[config.mk]
export PLATFORM = sky130hd
export DESIGN_NAME = sdram_avalon_bridge_flat
export DESIGN_NICKNAME = d
export VERILOG_FILES = /design/src/rtl/sdram_bridge_pkg.sv /design/src/rtl/sdram_avalon_bridge_if.sv /design/src/rtl/bridge_timeout_counter.sv /design/src/rtl/sdram_avalon_bridge.sv /design/src/flat_wrapper.sv
export SDC_FILE = /design/constraint.sdc
export NUM_CORES = 1
export LEC_CHECK = 0
export CORE_UTILIZATION = 43
export CTS_CLUSTER_DIAMETER = 60
export DETAILED_ROUTE_END_ITERATION = 16
export GPL_TIMING_DRIVEN = 0
export PLACE_DENSITY = 0.78
export REMOVE_ABC_BUFFERS = 1
export SLEW_MARGIN = 40
export SYNTH_ARGS = -nofsm -noshare
export SYNTH_HDL_FRONTEND = slang
export SYNTH_HIERARCHICAL = 1
export SYNTH_SLANG_ARGS = --single-unit
[constraint.sdc]
create_clock -name clk -period 3.2 [get_ports clk]
set_clock_uncertainty 0.15 [all_clocks]
set_input_delay 0.48 -clock clk [delete_from_list [all_inputs] [get_ports clk]]
set_output_delay 0.48 -clock clk [all_outputs]
set_load 0.05 [all_outputs]
[src/rtl/sdram_bridge_pkg.sv]
// Shared types and constants for the SDRAM Avalon-MM bridge.
//   bridge_state_t : bridge FSM state encoding (3 bits)
//   BYTEEN_ALL     : byte enable driven on every command (full 32-bit words)
//   BYTE_SHIFT     : word-to-byte address shift
//   DATA_W         : data path width
package sdram_bridge_pkg;

    typedef enum logic [2:0] {
        ST_IDLE    = 3'd0,
        ST_RD_CMD  = 3'd1,
        ST_RD_WAIT = 3'd2,
        ST_RESP    = 3'd3,
        ST_WR_CMD  = 3'd4
    } bridge_state_t;

    localparam logic [3:0]  BYTEEN_ALL = 4'hF;
    localparam int unsigned BYTE_SHIFT = 2;
    localparam int unsigned DATA_W     = 32;

endpackage

[src/rtl/sdram_avalon_bridge_if.sv]
// Avalon-MM master bus between the bridge and the SDRAM controller.
//   master modport : bridge side (drives address/read/write/writedata/byteenable)
//   slave modport  : controller side (drives waitrequest/readdata/readdatavalid)
interface sdram_avalon_bridge_if
    import sdram_bridge_pkg::*;
#(
    parameter int unsigned ADDR_W = 26
);

    logic [ADDR_W+BYTE_SHIFT-1:0] address;
    logic                         read;
    logic                         write;
    logic [DATA_W-1:0]            writedata;
    logic [3:0]                   byteenable;
    logic                         waitrequest;
    logic [DATA_W-1:0]            readdata;
    logic                         readdatavalid;

    modport master (
        output address, read, write, writedata, byteenable,
        input  waitrequest, readdata, readdatavalid
    );

    modport slave (
        input  address, read, write, writedata, byteenable,
        output waitrequest, readdata, readdatavalid
    );

endinterface

[src/rtl/bridge_timeout_counter.sv]
// Counts cycles spent waiting for read data.
//   clk, n_rst  : clock, async active-low reset
//   clear_i     : reset count to zero
//   enable_i    : count this cycle
//   term_i      : terminal value (number of waiting cycles allowed)
//   terminal_c  : combinational, high in the enabled cycle that is the term_i-th one
module bridge_timeout_counter #(
    parameter int unsigned CNT_W = 10
) (
    input  logic             clk,
    input  logic             n_rst,
    input  logic             clear_i,
    input  logic             enable_i,
    input  logic [CNT_W-1:0] term_i,
    output logic             terminal_c
);

    logic [CNT_W-1:0] cnt_q;
    logic [CNT_W-1:0] cnt_d;
    logic [CNT_W:0]   cnt_inc;

    // cnt_q holds cycles already waited, so the current cycle is number cnt_q+1
    assign cnt_inc    = {1'b0, cnt_q} + (CNT_W+1)'(1);
    assign terminal_c = enable_i && (cnt_inc == {1'b0, term_i});

    // Next count: clear wins, stop advancing once terminal
    always_comb begin
        cnt_d = cnt_q;
        if (clear_i) begin
            cnt_d = '0;
        end else if (enable_i && !terminal_c) begin
            cnt_d = cnt_inc[CNT_W-1:0];
        end
    end

    always_ff @(posedge clk or negedge n_rst) begin
        if (!n_rst) begin
            cnt_q <= '0;
        end else begin
            cnt_q <= cnt_d;
        end
    end

endmodule

[src/rtl/sdram_avalon_bridge.sv]
// Converts level-style read/write requests into single Avalon-MM transactions,
// one outstanding at a time, with a read-data timeout.
//   clk, n_rst            : clock, async active-low reset
//   cl_read_en/write_en   : level requests (write wins when both high in IDLE)
//   cl_address/writedata  : word address and write data, latched at acceptance
//   cl_readdata           : last read data (zero after a timeout)
//   cl_datareadvalid      : one-cycle pulse per completed read
//   cl_writedone          : one-cycle pulse per accepted write
//   busy                  : high whenever not IDLE
//   clear_err/timeout_err : sticky read-timeout flag and its clear
//   avm                   : Avalon-MM master bus
module sdram_avalon_bridge
    import sdram_bridge_pkg::*;
#(
    parameter int unsigned ADDR_W  = 26,
    parameter int unsigned TIMEOUT = 1023
) (
    input  logic                 clk,
    input  logic                 n_rst,
    input  logic                 cl_read_en,
    input  logic                 cl_write_en,
    input  logic [ADDR_W-1:0]    cl_address,
    input  logic [DATA_W-1:0]    cl_writedata,
    output logic [DATA_W-1:0]    cl_readdata,
    output logic                 cl_datareadvalid,
    output logic                 cl_writedone,
    output logic                 busy,
    input  logic                 clear_err,
    output logic                 timeout_err,
    sdram_avalon_bridge_if.master avm
);

    localparam int unsigned CNT_W = (TIMEOUT < 1) ? 1 : $clog2(TIMEOUT + 1);

    bridge_state_t     state_q, state_d;
    logic [ADDR_W-1:0] addr_q, addr_d;
    logic [DATA_W-1:0] wdata_q, wdata_d;
    logic [DATA_W-1:0] rdata_q, rdata_d;
    logic              rd_q, rd_d;
    logic              wr_q, wr_d;
    logic              rvalid_q, rvalid_d;
    logic              wdone_q, wdone_d;
    logic              err_q, err_d;
    logic              busy_q, busy_d;

    logic              cnt_clear_c;
    logic              cnt_en_c;
    logic              cnt_expired_c;

    bridge_timeout_counter #(
        .CNT_W (CNT_W)
    ) u_timeout (
        .clk        (clk),
        .n_rst      (n_rst),
        .clear_i    (cnt_clear_c),
        .enable_i   (cnt_en_c),
        .term_i     (CNT_W'(TIMEOUT)),
        .terminal_c (cnt_expired_c)
    );

    // Next-state and registered-output decode
    always_comb begin
        state_d     = state_q;
        addr_d      = addr_q;
        wdata_d     = wdata_q;
        rdata_d     = rdata_q;
        rvalid_d    = 1'b0;
        wdone_d     = 1'b0;
        err_d       = err_q;
        cnt_clear_c = 1'b0;
        cnt_en_c    = 1'b0;

        if (clear_err) begin
            err_d = 1'b0;
        end

        case (state_q)
            ST_IDLE: begin
                if (cl_write_en) begin
                    addr_d  = cl_address;
                    wdata_d = cl_writedata;
                    state_d = ST_WR_CMD;
                end else if (cl_read_en) begin
                    addr_d  = cl_address;
                    state_d = ST_RD_CMD;
                end
            end
            ST_WR_CMD: begin
                if (!avm.waitrequest) begin
                    wdone_d = 1'b1;
                    state_d = ST_IDLE;
                end
            end
            ST_RD_CMD: begin
                if (!avm.waitrequest) begin
                    cnt_clear_c = 1'b1;
                    state_d     = ST_RD_WAIT;
                end
            end
            ST_RD_WAIT: begin
                cnt_en_c = 1'b1;
                if (avm.readdatavalid) begin
                    rdata_d  = avm.readdata;
                    rvalid_d = 1'b1;
                    state_d  = ST_RESP;
                end else if (cnt_expired_c) begin
                    // set overrides a same-cycle clear_err
                    err_d    = 1'b1;
                    rdata_d  = '0;
                    rvalid_d = 1'b1;
                    state_d  = ST_RESP;
                end
            end
            ST_RESP: begin
                state_d = ST_IDLE;
            end
            default: begin
                state_d = ST_IDLE;
            end
        endcase

        // Command strobes and busy follow the state being entered
        rd_d   = (state_d == ST_RD_CMD);
        wr_d   = (state_d == ST_WR_CMD);
        busy_d = (state_d != ST_IDLE);
    end

    always_ff @(posedge clk or negedge n_rst) begin
        if (!n_rst) begin
            state_q  <= ST_IDLE;
            addr_q   <= '0;
            wdata_q  <= '0;
            rdata_q  <= '0;
            rd_q     <= 1'b0;
            wr_q     <= 1'b0;
            rvalid_q <= 1'b0;
            wdone_q  <= 1'b0;
            err_q    <= 1'b0;
            busy_q   <= 1'b0;
        end else begin
            state_q  <= state_d;
            addr_q   <= addr_d;
            wdata_q  <= wdata_d;
            rdata_q  <= rdata_d;
            rd_q     <= rd_d;
            wr_q     <= wr_d;
            rvalid_q <= rvalid_d;
            wdone_q  <= wdone_d;
            err_q    <= err_d;
            busy_q   <= busy_d;
        end
    end

    assign cl_readdata      = rdata_q;
    assign cl_datareadvalid = rvalid_q;
    assign cl_writedone     = wdone_q;
    assign busy             = busy_q;
    assign timeout_err      = err_q;

    assign avm.address    = {addr_q, {BYTE_SHIFT{1'b0}}};
    assign avm.read       = rd_q;
    assign avm.write      = wr_q;
    assign avm.writedata  = wdata_q;
    assign avm.byteenable = BYTEEN_ALL;

endmodule

[src/flat_wrapper.sv]
// flat-port wrapper written by rule: the top's interface ports become plain ports
module sdram_avalon_bridge_flat import sdram_bridge_pkg::*;
#(
    parameter int unsigned ADDR_W  = 26,
    parameter int unsigned TIMEOUT = 1023
)
  (clk, n_rst, cl_read_en, cl_write_en, cl_address, cl_writedata, cl_readdata, cl_datareadvalid, cl_writedone, busy, clear_err, timeout_err, avm_address, avm_read, avm_write, avm_writedata, avm_byteenable, avm_waitrequest, avm_readdata, avm_readdatavalid);
  sdram_avalon_bridge_if #(.ADDR_W(ADDR_W)) avm_i ();
  input  logic clk;
  input  logic n_rst;
  input  logic cl_read_en;
  input  logic cl_write_en;
  input  logic [ADDR_W-1:0] cl_address;
  input  logic [DATA_W-1:0] cl_writedata;
  output logic [DATA_W-1:0] cl_readdata;
  output logic cl_datareadvalid;
  output logic cl_writedone;
  output logic busy;
  input  logic clear_err;
  output logic timeout_err;
  output wire logic [$bits(avm_i.address)-1:0] avm_address;
  output wire logic [$bits(avm_i.read)-1:0] avm_read;
  output wire logic [$bits(avm_i.write)-1:0] avm_write;
  output wire logic [$bits(avm_i.writedata)-1:0] avm_writedata;
  output wire logic [$bits(avm_i.byteenable)-1:0] avm_byteenable;
  input wire logic [$bits(avm_i.waitrequest)-1:0] avm_waitrequest;
  input wire logic [$bits(avm_i.readdata)-1:0] avm_readdata;
  input wire logic [$bits(avm_i.readdatavalid)-1:0] avm_readdatavalid;
  assign avm_address = avm_i.address;
  assign avm_read = avm_i.read;
  assign avm_write = avm_i.write;
  assign avm_writedata = avm_i.writedata;
  assign avm_byteenable = avm_i.byteenable;
  assign avm_i.waitrequest = avm_waitrequest;
  assign avm_i.readdata = avm_readdata;
  assign avm_i.readdatavalid = avm_readdatavalid;
  sdram_avalon_bridge #(.ADDR_W(ADDR_W), .TIMEOUT(TIMEOUT)) u_core (.clk(clk), .n_rst(n_rst), .cl_read_en(cl_read_en), .cl_write_en(cl_write_en), .cl_address(cl_address), .cl_writedata(cl_writedata), .cl_readdata(cl_readdata), .cl_datareadvalid(cl_datareadvalid), .cl_writedone(cl_writedone), .busy(busy), .clear_err(clear_err), .timeout_err(timeout_err), .avm(avm_i));
endmodule
* Yosys cells after proc, flatten, opt, wreduce, memory -nomap -nowiden
Cells that the tools add are included.
** Cells by class
- Add/sub/neg operators :: 1
- Eq/ne operators :: 6
- Mux-type cells :: 24
- Reduce and logical (&&, ||, !) cells :: 11
** Operators with widths (count)
- two-way mux 32 bit :: 2
- two-way mux 26 bit :: 2
- two-way mux 10 bit :: 2
- two-way mux 3 bit :: 6
- case mux 3 bit (4 select lines) :: 1
- adder 10 x 1 -> 11 bit (second input constant) :: 1
- == test 11 x 10 -> 1 bit (second input constant) :: 1
- two-way mux 1 bit :: 11
- == test 3 x 1 -> 1 bit (second input constant) :: 2
- == test 3 bit (second input constant) :: 2
- AND reduction 2 bit :: 3
- nonzero test 2 bit :: 3
- == test 3 x 2 -> 1 bit (second input constant) :: 1
- zero test 3 bit :: 1
- nonzero test 3 bit :: 1
- logical AND 1 bit :: 2
- zero test 1 bit :: 1
** Word-level totals
- Register bits after elaboration :: 109
- Input port bits :: 97
- Output and inout port bits :: 102
- Word-level logic and storage cells :: 53

* Logic depth before layout (Yosys ltp)
- Depth after elaboration :: 7
- Gate-level depth with buffers :: 10
- Mapped depth without buffers :: 9

* By module
The synthesis kept the hierarchy.
** By module, submodules not included
- sdram_avalon_bridge :: instances 1, cells an instance 241, area an instance 3896.2 um^2, sequential area each 2477.4 um^2
- bridge_timeout_counter :: instances 1, cells an instance 95, area an instance 852.1 um^2, sequential area each 250.2 um^2

* Worst setup path after synthesis
No wires, ideal clock.
- Kind :: register to register
- From :: reg u_core.u_timeout.cnt_q[2]
- To :: reg u_core.u_timeout.cnt_q[6]
- Setup time :: 125 ps
- Arrival time :: 2325 ps
- Data required time :: 2925 ps
- Setup slack :: 601 ps
- Stages on the path, launching flop included :: 9
- Buffers on the path :: 1
- Clock period less this slack :: 2599 ps
- Cell sequence :: dfrtp_1 > buf_4 > nand3_2 > o21a_1 > or4b_4 > a2111oi_4 > a211oi_1 > nand3_1 > mux2_2
** Between the ends
- Word-level cells in the longest chain between the ends :: 6
- Elaborated cells between the ends (all ways) :: 8
- Classes of those cells :: add/sub: 1; eq/ne: 1; mux: 2; reduce/logical: 4
** Ends and longest elaborated chain
- start, declared :: line bridge_timeout_counter.sv:18 : logic [CNT_W-1:0] cnt_q;
- start signal, assigned :: line bridge_timeout_counter.sv:40 : cnt_q <= cnt_d;
- adder 10 x 1 -> 11 bit * :: line bridge_timeout_counter.sv:23 : assign cnt_inc = {1'b0, cnt_q} + (CNT_W+1)'(1);
- == test 11 x 10 -> 1 bit :: line bridge_timeout_counter.sv:24 : assign terminal_c = enable_i && (cnt_inc == {1'b0, term_i});
- logical AND 1 bit :: line bridge_timeout_counter.sv:24
- zero test 1 bit :: line bridge_timeout_counter.sv:31 : end else if (enable_i && !terminal_c) begin
- logical AND 1 bit :: line bridge_timeout_counter.sv:31
- nonzero test 2 bit (no source line)
Mark *: on every way between the ends. The rest lies on a longest branch, timed or not. The select of a mux whose other input is x is not followed.
A chain may end at the register's enable or synchronous reset.

* Worst setup path in the final report
- From :: reg u_core.u_timeout.cnt_q[2]
- To :: reg u_core.u_timeout.cnt_q[5]
Same word-level chain as after synthesis.

==> impl_metrics.py <==
metrics = {
    "worst_setup_path": {
        "crit_path_start_kind": "flop",
        "worstPathArrival_ns": 3.11,
        "worstPathRequired_ns": 3.29,
        "critPathCaptureType": "flop",
        "crit_type": "reg -> reg",
        "cp_max_fo": 10,
    },
    "placed_design": {
        "placed_area_sq_um": 6710,
        "preCtsSetupSlack_ns": 0.235,
        "hpwl_mm": 7.95,
        "place.port_buffers": 192,
        "dpl.cell_count": 661,
        "gp_congestion": 0.836,
    },
    "clock_tree": {
        "path_clk_slew_ns": 0.09,
        "cts.sinks": 109,
        "insertion_delay_ns": 0.36,
        "cts_resized": 0,
        "cts_inserted_buffers": 9,
        "cts.path.max_buffers": 2,
        "tritoncts": "yes",
        "post_cts_buffers": 0,
        "hold_buffers": 1,
        "htreeDepth": 3,
        "root_buffer": "clkbuf_8",
    },
    "logic_synthesis": {
        "synth.area.top_cells": "dfrtp_1 (57%), mux2_1 (14%), a22o_1 (5.3%)",
        "yosys.cell_types.count": 55,
        "synth_area_sq_um": 4750,
        "synth-seq-cells": 109,
        "synth_top_area_cell": "dfrtp_1",
        "syn_avg_cell_area_sq_um": 14.1,
        "yosysSeqAreaShare_pct": 57.4,
        "synth-simple-area-share_pct": 7.09,
        "synth_compound_area_share_pct": 11.1,
        "synthCells": 336,
        "synth_mux_area_share_pct": 14.7,
        "synth_edf_count": 0,
        "synth_flop_cell": "dfrtp_1",
        "ys_warn_count": 6,
        "synthAdderAreaFrac_pct": 0.264,
        "synth_top_area_share_pct": 57.4,
        "synth_top_family_by_area": "multiplexers",
        "synth_xor_area_share_pct": 3.14,
        "async_flop_share_pct": 100,
    },
    "die": {
        "io_pins": 199,
        "core-area_sq_um": 10800,
        "dieArea_sq_um": 11500,
        "die_w_microns": 107,
        "initial_utilization_pct": 44.0,
        "rows": 38,
        "dieHeight_microns": 107,
    },
    "timing": {
        "slew_violations": 0,
        "final_hold_viol_count": 0,
        "rsz0062_at_grt": "false",
        "setup_ws_ns": 0.181,
        "hold_slack_ns": 0.340,
        "period_share_pct": 94.4,
        "setup_viol": 0,
        "layout_min_cycle_time_ns": 3.02,
        "relSlewSlack_pct": 49.1,
        "clock.fmax_mhz": 331,
        "tightest_slew_ns": 0.763,
    },
    "cells_and_area": {
        "num_antenna_cells": 0,
        "fin_util_pct": 63.7,
        "nets": 631,
        "finalInstanceArea_sq_um": 6870,
        "drive_above_1_share_pct": 6.90,
        "area_growth_pct": 44.7,
        "fin_cells": 676,
    },
    "routing": {
        "first_pass_iters": 4,
        "wire_per_inst_microns": 15.9,
        "drt-total-wl_mm": 10.7,
        "vias": 3379,
        "drc": 0,
        "ant_nets": 0,
        "initialDrtViolationCount": 166,
        "avgViaCountPerCell": 5.00,
    },
    "pwr": {
        "p_leak_nw": 2.88,
        "power.internal_mw": 4.00,
        "switchingPower_mw": 3.74,
        "power_frac_comb_pct": 59.5,
        "switching_share_pct": 48.4,
        "irDropWorstVdd_mv": 0.598,
        "power_frac_clock_pct": 9.2,
        "power.density_nw_per_um2": 1130,
        "seqPwrFrac_pct": 31.3,
    },
    "min_path": {
        "hold_class": "reg -> reg",
    },
    "global_route": {
        "first_global_vias": 3514,
        "grt_start_max_net_pins": 69,
        "grt_pass1_wl_mm": 17.1,
        "track_usage_pct": 19.1,
        "overflow": 0,
        "antenna_found_initial": 0,
    },
    "run": {
        "maxCapViolCount": 0,
    },
    "outcome": {
        "status": "complete, no violations",
    },
}
## kinds of logic (layout without fill, tap and decap cells)
family	count (synthesis)	count (layout)
compound gates	58	58
fa+ha+maj	1	1
buf+inv	32	216
other cells	2	18
xor+xnor	17	17
simple gates	55	55
mux	62	62
flops	109	109
## critical path, cell delays in order (launching register included)
cell and delay, ns:
dfrtp_1 0.55, nand3_2 0.24, o21a_1 0.26, or4b_4 0.54, a2111oi_4 0.49, a211oi_2 0.20
nand3_1 0.13, mux2_2 0.33
## per-stage QoR
step / total power [mW] / TNS [ns]
2_1_floorplan: 5.45 / 0
6_report: 7.74 / 0
3_3_place_gp: 6.97 / -282.62
3_5_place_dp: 7.10 / 0
4_1_cts: 7.82 / 0
5_1_grt: 8.14 / 0
## final timing paths
kind | startpoint | cells after the start | end | slack, ns
max | u_core/u_timeout/cnt_q[2] | 7 | u_core/u_timeout/cnt_q[5] | 0.18
min | u_core/addr_q[12] | 1 | u_core/addr_q[12] | 0.34
max reg2reg | u_core/u_timeout/cnt_q[2] | 7 | u_core/u_timeout/cnt_q[5] | 0.18
min reg2reg | u_core/addr_q[12] | 1 | u_core/addr_q[12] | 0.34
max in group asynchronous | n_rst | 3 | u_core/avm.write | 1.85
min in group asynchronous | n_rst | 2 | u_core/cl_readdata[10] | 0.42
## sequential cells by signal (all words and copies together), names as in the netlist, 3 cells and up
register,count
u_core/addr_q,26
u_core/cl_readdata,32
u_core/u_timeout/cnt_q,10
u_core/state_q,3
u_core/avm.writedata,32
## synthesized netlist by cell type, types with 3 or more instances
cell type  instances
nand2b_1           3
xor2_1             6
xnor2_1           11
inv_1              4
a22o_1            29
mux2_1            58
nand3_1            4
buf_4             10
nor2_1            13
nand2_1            7
a21oi_1            5
nor3_1             3
buf_12             4
nand4_1            5
buf_6              9
o21a_1             3
a211oi_1           4
dfrtp_1          109
buf_2              3
a22o_4             3
## cells in the final DEF, fill, tap and decap left out, types with 3 or more instances in the layout
master           count
inv_1                4
nand2_1              7
a22o_4               3
nand4_1              5
conb_1              18
a211oi_1             4
xor2_1               6
nor3_1               3
nand3_1              4
mux2_1              58
a21oi_1              5
nand2b_1             3
dfrtp_1            109
xnor2_1             11
clkdlybuf4s50_1    191
a22o_1              29
nor2_1              13
clkbuf_8             9
## area by class of cell
type	count	area (sq um)
Multi-Input combinational cell	211	1800
Inverter	5	18.8
Clock inverter	4	26.3
Fill cell	841	3920
Sequential cell	109	2730
Clock buffer	10	128
Timing Repair Buffer	197	2000
Tap cell	140	175
## metal layers
metal,vias up,global-route usage (%),part of all wire [%]
met5,-,0,0
met4,0,5.09,1.2
met3,13,5.53,7.7
met2,136,32.9,50
met1,1653,23.5,42
li1,1577,-,-
## power groups by stage
stage	Clock, mW	Combinational (mW)	Sequential [mW]
finish	0.709	4.61	2.43
global route	0.796	4.82	2.52
CTS	0.739	4.65	2.43
detailed placement	0	4.64	2.46
global placement	0	4.56	2.41
floorplan	0	1.04	4.41
Note: power is estimated with default switching activity, not from simulation.
